===== src/rtl/load_sequencer_if.sv =====
// Push-side handshake bundle for load_sequencer.
//   in_valid : producer offers in_data this cycle
//   in_data  : 8-bit preset value to queue
//   in_ready : sequencer can accept a value this cycle
interface load_sequencer_if;
  logic       in_valid;
  logic [7:0] in_data;
  logic       in_ready;

  modport master (output in_valid, output in_data, input in_ready);
  modport slave  (input in_valid, input in_data, output in_ready);
endinterface


===== src/rtl/load_sequencer.sv =====
// Queues preset values and feeds them to a downstream 8-bit counter, issuing a
// load strobe on priming and whenever the counter reaches terminal count.
// Ports:
//   clk, rst    : rising-edge clock, synchronous active-high reset
//   push        : in_valid/in_data/in_ready handshake (slave side)
//   enable      : sequencing permitted
//   cnt         : current counter value
//   load, data  : counter load strobe and load value (combinational)
//   fifo_count  : queued entries, 0..4
//   underrun    : sticky, terminal count reached with an empty queue
module load_sequencer (
  input  logic                   clk,
  input  logic                   rst,
  load_sequencer_if.slave        push,
  input  logic                   enable,
  input  logic [7:0]             cnt,
  output logic                   load,
  output logic [7:0]             data,
  output logic [2:0]             fifo_count,
  output logic                   underrun
);

  localparam int unsigned DW    = 8;
  localparam int unsigned DEPTH = 4;
  localparam int unsigned PW    = 2;
  localparam int unsigned CW    = 3;

  typedef enum logic [1:0] {IDLE, PRIME, RUN} state_t;

  state_t          r_state;
  logic [DW-1:0]   r_mem [DEPTH];
  logic [PW-1:0]   r_rd_ptr;
  logic [PW-1:0]   r_wr_ptr;
  logic [CW-1:0]   r_count;
  logic            r_underrun;

  logic            w_empty;
  logic            w_full;
  logic            w_tc;
  logic            w_load;
  logic            w_push;
  logic            w_pop;

  assign w_empty = (r_count == CW'(0));
  assign w_full  = (r_count == CW'(DEPTH));
  assign w_tc    = (r_state == RUN) && enable && (cnt == 8'hFF);

  // Load on the priming cycle, or at terminal count when a value is queued.
  assign w_load  = !w_empty && ((r_state == PRIME) || w_tc);

  // Full blocks pushes even when a pop happens the same cycle.
  assign w_push  = push.in_valid && !w_full;
  assign w_pop   = w_load;

  // Outputs forced to their reset values while rst is held.
  assign load          = w_load && !rst;
  assign data          = (rst || w_empty) ? DW'(0) : r_mem[r_rd_ptr];
  assign push.in_ready = rst || !w_full;
  assign fifo_count    = r_count;
  assign underrun      = r_underrun;

  // Queue storage; stale contents are unreachable after reset.
  always_ff @(posedge clk) begin
    if (!rst && w_push) begin
      r_mem[r_wr_ptr] <= push.in_data;
    end
  end

  // Sequencer state, queue pointers/occupancy and sticky underrun.
  always_ff @(posedge clk) begin
    if (rst) begin
      r_state    <= IDLE;
      r_rd_ptr   <= PW'(0);
      r_wr_ptr   <= PW'(0);
      r_count    <= CW'(0);
      r_underrun <= 1'b0;
    end else begin
      if (w_push) r_wr_ptr <= r_wr_ptr + PW'(1);
      if (w_pop)  r_rd_ptr <= r_rd_ptr + PW'(1);

      unique case ({w_push, w_pop})
        2'b10:   r_count <= r_count + CW'(1);
        2'b01:   r_count <= r_count - CW'(1);
        default: r_count <= r_count;
      endcase

      if (w_tc && w_empty) r_underrun <= 1'b1;

      unique case (r_state)
        IDLE:    if (enable && !w_empty) r_state <= PRIME;
        PRIME:   r_state <= RUN;
        RUN:     if (!enable) r_state <= IDLE;
        default: r_state <= IDLE;
      endcase
    end
  end

endmodule


===== src/flat_wrapper.sv =====
// flat-port wrapper written by rule: the top's interface ports become plain ports
module load_sequencer_flat 
  (clk, rst, enable, cnt, load, data, fifo_count, underrun, push_in_valid, push_in_data, push_in_ready);
  load_sequencer_if push_i ();
  input  logic clk;
  input  logic rst;
  input  logic enable;
  input  logic [7:0] cnt;
  output logic load;
  output logic [7:0] data;
  output logic [2:0] fifo_count;
  output logic underrun;
  input wire logic [$bits(push_i.in_valid)-1:0] push_in_valid;
  input wire logic [$bits(push_i.in_data)-1:0] push_in_data;
  output wire logic [$bits(push_i.in_ready)-1:0] push_in_ready;
  assign push_i.in_valid = push_in_valid;
  assign push_i.in_data = push_in_data;
  assign push_in_ready = push_i.in_ready;
  load_sequencer u_core (.clk(clk), .rst(rst), .push(push_i), .enable(enable), .cnt(cnt), .load(load), .data(data), .fifo_count(fifo_count), .underrun(underrun));
endmodule

===== config.mk =====
export PLATFORM = sky130hd
export DESIGN_NAME = load_sequencer_flat
export DESIGN_NICKNAME = d
export VERILOG_FILES = /design/src/rtl/load_sequencer_if.sv /design/src/rtl/load_sequencer.sv /design/src/flat_wrapper.sv
export SDC_FILE = /design/constraint.sdc
export NUM_CORES = 1
export LEC_CHECK = 0
export CORE_MARGIN = 5
export CORE_UTILIZATION = 55
export DETAILED_ROUTE_END_ITERATION = 16
export GPL_ROUTABILITY_DRIVEN = 0
export MAX_ROUTING_LAYER = met4
export PLACE_DENSITY = 0.83
export SYNTH_ARGS = -nofsm -noshare
export SYNTH_HDL_FRONTEND = slang
export SYNTH_SLANG_ARGS = --single-unit

===== constraint.sdc =====
create_clock -name clk -period 5.82 [get_ports clk]
set_input_delay 1.164 -clock clk [delete_from_list [all_inputs] [get_ports clk]]
set_output_delay 1.164 -clock clk [all_outputs]
set_load 0.03 [all_outputs]

==> summary.txt, run 1 <==
GRT
  • Antenna violations before repair: 0
  • Largest net degree at the start of global routing: 14
  • Total track usage: 15.85%
  • First-pass GRT wire length: 5050 um
  • Vias in the first global route: 1056
  • Grt total ovfl: 0

Placement
  • DP Area: 2203 um^2
  • Placed cells: 193
  • Post-DP HPWL: 2214 um
  • Port bufs: 33

Finish
  • FF+latch area: 1201 um^2
  • Fin area: 2253 um^2
  • Diodes inserted: 0
  • Area occupied by multi-input gates: 591.8 um^2
  • Fill count: 236
  • Layout cells sized above 1: 13.55%
  • Final Util: 68.61%
  • Fin cells: 201
  • Layout Area Growth over Synthesis: 23.02%
  • Final net count: 180

Synthesis
  • Ys async rst share: 0%
  • Top post-synthesis cells by area: edfxtp_1 (52%), dfxtp_1 (13%), mux4_2 (9.8%)
  • Syn Area/Cell: 15.52 um^2
  • Synth area leader: edfxtp_1
  • Synthesized flop and latch total: 44
  • Sequential area share after synthesis: 65.57%
  • Number of synthesized flops with an enable pin: 32
  • Yosys cell types: 31
  • Top FF cell, synth: edfxtp_1
  • Yosys warns: 0
  • Synthesized area: 1832 um^2
  • Cells after Synth: 118
  • Top-area cell type share of the netlist area: 52.46%
  • Post-Syn Nets: 144

Detailed routing
  • Vias: 1036
  • DRC errors left: 0
  • DR iter-0 viols: 41
  • Antenna Nets Post-Route: 0
  • WL per Instance: 14.83 um
  • Post-Route WL: 2981 um
  • Router iterations before antenna repair: 4
  • Vias per cell: 5.154

Min path
  • Min-Delay Path Class: register to register
  • Hold EP: u_core.r_state[0]
  • Worst Hold Launch: u_core.r_state[0]
  • Worst Hold Depth: 1

Outcome
  • Status: completed

Floorplan
  • Chip Width: 67.71 um
  • FP Rows: 21
  • Die Span Y: 67.71 um
  • IO Pins: 34
  • Core ar.: 3284 um^2
  • Die area: 4585 um^2
  • Initial Util: 55.77%

Power
  • LEAKAGE: 0.0007667 uW
  • Power per cell area: 259.3 nW/um^2
  • Pwr Total: 584.3 uW
  • Peak VDD IR: 0.2045 mV

Setup path
  • Worst R2R End: u_core.fifo_count[2]
  • Crit-path max FO: 13
  • FF-to-FF setup slack: 3310 ps
  • Req. time, crit path: 4660 ps
  • CP endpoint kind: output pin
  • CP Launch Type: primary input
  • Crit path kind: primary input to output pin
  • FF-to-FF path depth: 8
  • Reg2Reg Launch Point: u_core.fifo_count[2]
  • Critical Path AT: 3170 ps

STA
  • Period utilisation layout: 74.46%
  • Final setup TNS: 0 ps
  • Slew HR: 54.43%
  • Final setup vio count: 0
  • Setup Skew: 7.604 ps
  • Final Max Tran Viols: 0
  • Hold violation count in the final report: 0
  • Tmin final: 4334 ps
  • Max Freq: 0.2308 GHz
  • Worst Max-Slew Pin Slew: 677.7 ps
  • RSZ-0062 raised after global routing: no

Clocking
  • Clk slew on worst S/H paths: 110 ps
  • CTS sink count: 44
  • Max Buffers Root-to-Sink: 2
  • Setup bufs post-CTS: 0
  • CTS tree: yes
  • Post-cts sizing count: 0
  • Root Buffer: clkbuf_4
  • Htree depth: 2
  • TritonCTS buffer count: 5
  • Clk_lat worst skew: 330 ps
  • CTS Hold Bufs: 0

Flow run
  • Max-cap violation count: 0
metrics by stage:
step / setup slack (ps) / hold WS (ps)
3_5_place_dp: 1475 / 455.3
3_3_place_gp: 1522 / 437.0
2_1_floorplan: 2583 / 424.7
5_1_grt: 1352 / 502.2
4_1_cts: 1475 / 472.5
6_report: 1486 / 471.8
per-layer routing:
metal  vias up  routed length [um]  track usage, %
met3         6                 121           4.160
met2        20                1561           25.15
met4         0                  52           6.076
li1        507                   -               -
met1       503                1246           19.42
met5         -                   0               -
cell type report:
type	instances	area share [%]
Timing Repair Buffer	33	14.66
Tap cell	46	2.554
Multi-Input combinational cell	64	26.26
Clock inverter	1	0.2221
Inverter	6	0.9994
Sequential cell	44	53.30
Clock buffer	7	1.999
logic make-up (layout without fill, tap and decap cells):
| family | count (synthesis) | count (layout) | share of synthesized area [%] |
|---|---|---|---|
| XOR/XNOR | 3 | 3 | 1.435 |
| adder cells (fa/ha/maj) | 6 | 6 | 4.508 |
| flip-flops | 44 | 44 | 65.57 |
| multiplexers | 11 | 11 | 11.61 |
| buffers and inverters | 10 | 47 | 2.117 |
| AND/OR/NAND/NOR | 35 | 35 | 11.95 |
| AO/OA/AOI/OAI | 9 | 9 | 2.801 |
power by group:
part	total, uW	internal [uW]	switching, uW
sequential	357	349	8.66
clock	133	47.2	86.2
combinational	93.5	45.9	47.6
critical path, stage by stage:
cell             delay, ps
clkdlybuf4s50_1        620
or2_2                  500
and2b_1                220
clkdlybuf4s50_1        660
cells in the mapped netlist, types with 2 or more instances:
master,number
mux4_2,8
inv_1,6
nand4_1,2
nand2b_1,2
a21oi_1,5
xor2_1,2
nor2_1,9
and2b_1,4
ha_1,5
mux2_2,2
and2_1,4
dfxtp_1,12
nor2b_1,5
edfxtp_1,32
clkbuf_1,2
nor3_1,2
o21ai_0,2
state kept, by name (all words and copies together) (netlist names), named ones only:
signal,count
u_core.underrun,1
u_core.r_rd_ptr,2
u_core.fifo_count,3
u_core.r_wr_ptr,2
u_core.r_mem,32
u_core.r_state,2
layout by cell type, fill, tap and decap left out:
cell type	Yosys	layout
xnor2_1	1	1
mux2_2	2	2
inv_1	6	6
or3_1	1	1
or4_2	1	1
mux4_2	8	8
dfxtp_1	12	12
nor4b_1	1	1
nand4_1	2	2
nor2b_1	5	5
a21oi_1	5	5
nor2_1	9	9
ha_1	5	5
clkbuf_4	0	5
o21ai_0	2	2
clkdlybuf4s50_1	0	33
nand2b_1	2	2
nand3b_4	1	1
nor2_2	1	1
or3_2	1	1
edfxtp_1	32	32
mux2i_1	1	1
fa_1	1	1
clkinv_2	0	1
and2b_1	4	4
o31a_1	1	1
o31ai_1	1	1
nor3_1	2	2
or2_2	1	1
xor2_1	2	2
and2_1	4	4
clkbuf_1	2	2
worst max-delay path by stage:
stage	start	end	slack [ps]
final	rst	data[1]	1490
after global routing	rst	data[1]	1350
after CTS	rst	data[0]	1480
after detailed placement	rst	data[0]	1480
after global placement	rst	data[0]	1520
after floorplan	rst	data[2]	2580
(Power assumes the default switching activity.)
==> inputs of run 2 (changes only) <==
- CORE_UTILIZATION: 55 -> 46
- PLACE_DENSITY: 0.83 -> 0.74
- clock period: 5.82 -> 3.5 ns (I/O delays scaled with it)
==> run 2 against run 1 <==
Compared with the run above:
- critical path depth did not move
- largest cell class unchanged
- die area grew 17%
- utilization shrank 9.9 points
- cell count up 3.0%
- sequential power grew 67%
==> summary.txt, run 2 (same netlist as run 1, synthesis figures left out) <==
Setup path
  • Crit-path max FO: 7
  • Crit path kind: primary input to output pin
  • Worst R2R End: u_core.fifo_count[2]
  • CP endpoint kind: output pin
  • Reg2Reg Launch Point: u_core.fifo_count[2]
  • Req. time, crit path: 2800 ps
  • Critical Path AT: 2450 ps
  • FF-to-FF path depth: 8
  • FF-to-FF setup slack: 910 ps
  • CP Launch Type: primary input

STA
  • RSZ-0062 raised after global routing: no
  • Tmin final: 3155 ps
  • Worst Max-Slew Pin Slew: 700.1 ps
  • Final setup vio count: 0
  • Period utilisation layout: 90.13%
  • Setup Skew: 3.017 ps
  • Slew HR: 52.93%
  • Hold violation count in the final report: 0
  • Final Max Tran Viols: 0
  • Final setup TNS: 0 ps
  • Max Freq: 0.3170 GHz

Finish
  • Fin cells: 207
  • Diodes inserted: 0
  • Fin area: 2313 um^2
  • Final net count: 182
  • Layout Area Growth over Synthesis: 26.30%
  • Layout cells sized above 1: 14.65%
  • Final Util: 58.68%
  • Most frequent cells in the layout: clkdlybuf4s50_1 (33), edfxtp_1 (32), dfxtp_1 (12), nor2_1 (9), mux4_2 (8)
  • Largest register FFs: 32
  • Commonest non-fill, non-tap cell in the layout: clkdlybuf4s50_1
  • Reg with most FFs: u_core.r_mem

Clocking
  • CTS tree: yes
  • CTS Hold Bufs: 0
  • Clk_lat worst skew: 290 ps
  • Max Buffers Root-to-Sink: 2
  • Htree depth: 2
  • Clk slew on worst S/H paths: 70 ps
  • Setup bufs post-CTS: 0
  • TritonCTS buffer count: 5
  • CTS sink count: 44
  • Root Buffer: clkbuf_8
  • Post-cts sizing count: 0

Min path
  • Hold EP: u_core.r_state[0]
  • Worst Hold Depth: 1
  • Worst Hold Launch: u_core.r_state[0]
  • Min-Delay Path Class: register to register

Placement
  • Post-DP HPWL: 2375 um
  • Placed cells: 199
  • DP Area: 2223 um^2
  • Port bufs: 33

Power
  • Pint: 819.3 uW
  • Net Sw Frac: 23.37%
  • Peak VDD IR: 0.2896 mV
  • Psw: 249.9 uW
  • Power per cell area: 462.2 nW/um^2
  • LEAKAGE: 0.0007926 uW
  • Combinational group share of total power: 14.9%
  • Pwr Total: 1069 uW
  • Sequential share of power: 55.7%
  • Clk network pwr share: 29.4%

Floorplan
  • IO Pins: 34
  • FP Rows: 23
  • Die area: 5344 um^2
  • Die Span Y: 73.11 um
  • Core ar.: 3943 um^2
  • Chip Width: 73.11 um
  • Initial Util: 46.46%

Detailed routing
  • Router iterations before antenna repair: 4
  • WL per Instance: 15.47 um
  • DR iter-0 viols: 35
  • Post-Route WL: 3202 um
  • Vias: 1031
  • Antenna Nets Post-Route: 0
  • Vias per cell: 4.981
  • DRC errors left: 0

GRT
  • Vias in the first global route: 1077
  • Met2 Track Usage GR: 23.93%
  • Gr busiest metal: met2
  • Largest net degree at the start of global routing: 13
  • Grt total ovfl: 0
  • Total track usage: 13.82%
  • Antenna violations before repair: 0
  • Met3 Track Usage GR: 4.683%
  • First-pass GRT wire length: 5154 um
  • M1 GR Usage: 14.54%

Outcome
  • Status: completed

Flow run
  • Max-cap violation count: 0
## run 2: cell count changes in the layout (fill, tap and decap cells not counted), sizes merged
cell	change
buf	+2
clkbuf	+1
clkinv	-1
## run 2: how the worst max path moves through the flow
stage,end,from,slack [ps]
5_1_grt,load,enable,280
4_1_cts,data[1],rst,320
6_report,push_in_ready,rst,350
2_1_floorplan,u_core.fifo_count[2],cnt[4],900
3_5_place_dp,u_core.fifo_count[2],enable,220
3_3_place_gp,u_core.fifo_count[2],enable,320
## run 2: through the flow
stage,worst slack (ps),hold WS [ps]
2_1_floorplan,900.4,424.7
3_3_place_gp,318.8,444.0
3_5_place_dp,220.2,471.9
4_1_cts,320.8,484.3
5_1_grt,279.9,502.4
6_report,345.5,476.7
## run 2: area by class of cell
cell class              count  area [um^2]
repair buffers             35        345.3
inverters                   6        22.52
fillers                   306         1629
flip-flops and latches     44         1201
well taps                  50        62.56
multi-input cells          64        591.8
clock buffers               8        90.09
## run 2: worst max-delay path: stages
cell and delay (ps):
clkdlybuf4s50_1 430, buf_4 170, or4_2 530, clkdlybuf4s50_1 620
## run 2: layer usage
layer,wire length (um),up-vias
met5,0,-
met4,55,0
met3,126,6
met2,1771,12
met1,1249,506
li1,-,507
## run 2: power groups by stage
stage	registers (uW)	logic (uW)	clock network (uW)
finish	595	159	315
CTS	596	162	326
global placement	605	154	0
global route	598	174	348
floorplan	609	86.4	0
detailed placement	608	161	0
==> inputs of run 3 (changes only) <==
- MAX_ROUTING_LAYER: met4 -> unset
==> run 3 against run 2 <==
Compared with the run above:
- register-to-register slack about the same
- largest cell class unchanged
- fmax stayed put
- first-iteration DRC count down 14%
- largest power group unchanged
==> summary.txt, run 3 (same netlist as run 1, synthesis figures left out) <==
Outcome
  • Status: completed

Clocking
  • TritonCTS buffer count: 5
  • Post-cts sizing count: 0
  • CTS sink count: 44
  • Clk slew on worst S/H paths: 70 ps
  • Clk_lat worst skew: 290 ps
  • CTS tree: yes
  • Setup bufs post-CTS: 0
  • Max Buffers Root-to-Sink: 2
  • Htree depth: 2
  • CTS Hold Bufs: 0
  • Root Buffer: clkbuf_8

Setup path
  • Req. time, crit path: 2800 ps
  • CP endpoint kind: output pin
  • FF-to-FF setup slack: 910 ps
  • Critical Path AT: 2450 ps
  • Critical Path, Cell by Cell: clkdlybuf4s50_1 -> buf_4 -> or4_2 -> clkdlybuf4s50_1
  • Most used cell, CP: clkdlybuf4s50_1
  • FF-to-FF path depth: 8
  • Reg2Reg Launch Point: u_core.fifo_count[2]
  • Worst R2R End: u_core.fifo_count[2]
  • Slowest stage delay, CP: 620 ps
  • CP max-delay cell: clkdlybuf4s50_1
  • CP Launch Type: primary input
  • Crit path kind: primary input to output pin
  • CP Launch Point: rst
  • Crit-path max FO: 7

STA
  • Tmin final: 3155 ps
  • Final setup TNS: 0 ps
  • Final setup vio count: 0
  • Hold WS: 476.7 ps
  • Final Max Tran Viols: 0
  • Slew HR: 52.93%
  • Worst Max-Slew Pin Slew: 700.1 ps
  • RSZ-0062 raised after global routing: no
  • Period utilisation layout: 90.13%
  • Max Freq: 0.3170 GHz
  • Final Worst Setup Slack: 345.5 ps
  • Setup Skew: 3.085 ps
  • Hold violation count in the final report: 0

Detailed routing
  • DR iter-0 viols: 30
  • Router iterations before antenna repair: 4
  • Post-Route WL: 3200 um
  • Vias per cell: 4.981
  • DRC errors left: 0
  • Antenna Nets Post-Route: 0
  • Vias: 1031
  • WL per Instance: 15.46 um

Finish
  • Layout Area Growth over Synthesis: 26.30%
  • Largest register FFs: 32
  • Layout cells sized above 1: 14.65%
  • Commonest non-fill, non-tap cell in the layout: clkdlybuf4s50_1
  • Most frequent cells in the layout: clkdlybuf4s50_1 (33), edfxtp_1 (32), dfxtp_1 (12), nor2_1 (9), mux4_2 (8)
  • Reg with most FFs: u_core.r_mem
  • Diodes inserted: 0
  • Final net count: 182
  • Fin cells: 207

Placement
  • Place WS: 220.2 ps
  • Placed cells: 199
  • Port bufs: 33
  • Post-DP HPWL: 2375 um

Power
  • Power per cell area: 462.1 nW/um^2
  • Peak VDD IR: 0.2895 mV
  • Pwr Total: 1069 uW
  • LEAKAGE: 0.0007926 uW

Floorplan
  • Die area: 5344 um^2
  • Die Span Y: 73.11 um
  • IO Pins: 34
  • Initial Util: 46.46%
  • FP Rows: 23
  • Chip Width: 73.11 um
  • Core ar.: 3943 um^2

Min path
  • Min-Delay Path Class: register to register
  • Worst Hold Launch: u_core.r_state[0]
  • Hold EP: u_core.r_state[0]
  • Worst Hold Depth: 1

GRT
  • Largest net degree at the start of global routing: 13
  • Antenna violations before repair: 0
  • Grt total ovfl: 0
  • Total track usage: 13.39%
  • First-pass GRT wire length: 5140 um
  • Vias in the first global route: 1080

Flow run
  • Max-cap violation count: 0
-- run 3: cell counts in the layout (fill, tap and decap cells not counted) --
No cell type changed its count.
-- run 3: layer usage --
layer	vias up	track usage (%)	routed length, um
li1	507	-	-
met1	506	14.36	1241
met2	12	24.03	1777
met3	6	4.683	126
met4	0	4.918	55
met5	-	0	0
-- run 3: critical path, delay by kind of cell --
family	cells	cell delay (ps)
simple gates	1	530
buf+inv	3	1220
-- run 3: final cells by class --
| cell class | count | area, um^2 |
|---|---|---|
| Multi-Input combinational cell | 64 | 591.8 |
| Clock buffer | 8 | 90.09 |
| Tap cell | 50 | 62.56 |
| Sequential cell | 44 | 1201 |
| Inverter | 6 | 22.52 |
| Fill cell | 306 | 1629 |
| Timing Repair Buffer | 35 | 345.3 |
-- run 3: report_power, final --
group	leakage (uW)	total [uW]	switching, uW	internal [uW]
clock	0.0000455	315	154	161
combinational	0.000359	159	80.8	78.5
sequential	0.000388	595	15.3	580
total	0.000793	1070	250	819
-- run 3: worst max path at each step --
stage,endpoint,slack (ps),cells after the start
after detailed placement,u_core.fifo_count[2],220,10
after CTS,data[1],320,4
after global routing,load,280,5
after floorplan,u_core.fifo_count[2],900,9
after global placement,u_core.fifo_count[2],320,10
final,push_in_ready,350,4
-- run 3: through the flow --
| stage | area, um^2 | utilization [%] |
|---|---|---|
| 6_report | 2313 | 58.68 |
| 5_1_grt | 2313 | 58.68 |
| 4_1_cts | 2313 | 58.68 |
| 3_5_place_dp | 2223 | 56.39 |
| 3_3_place_gp | 2223 | 56.39 |
| 2_1_floorplan | 1832 | - |
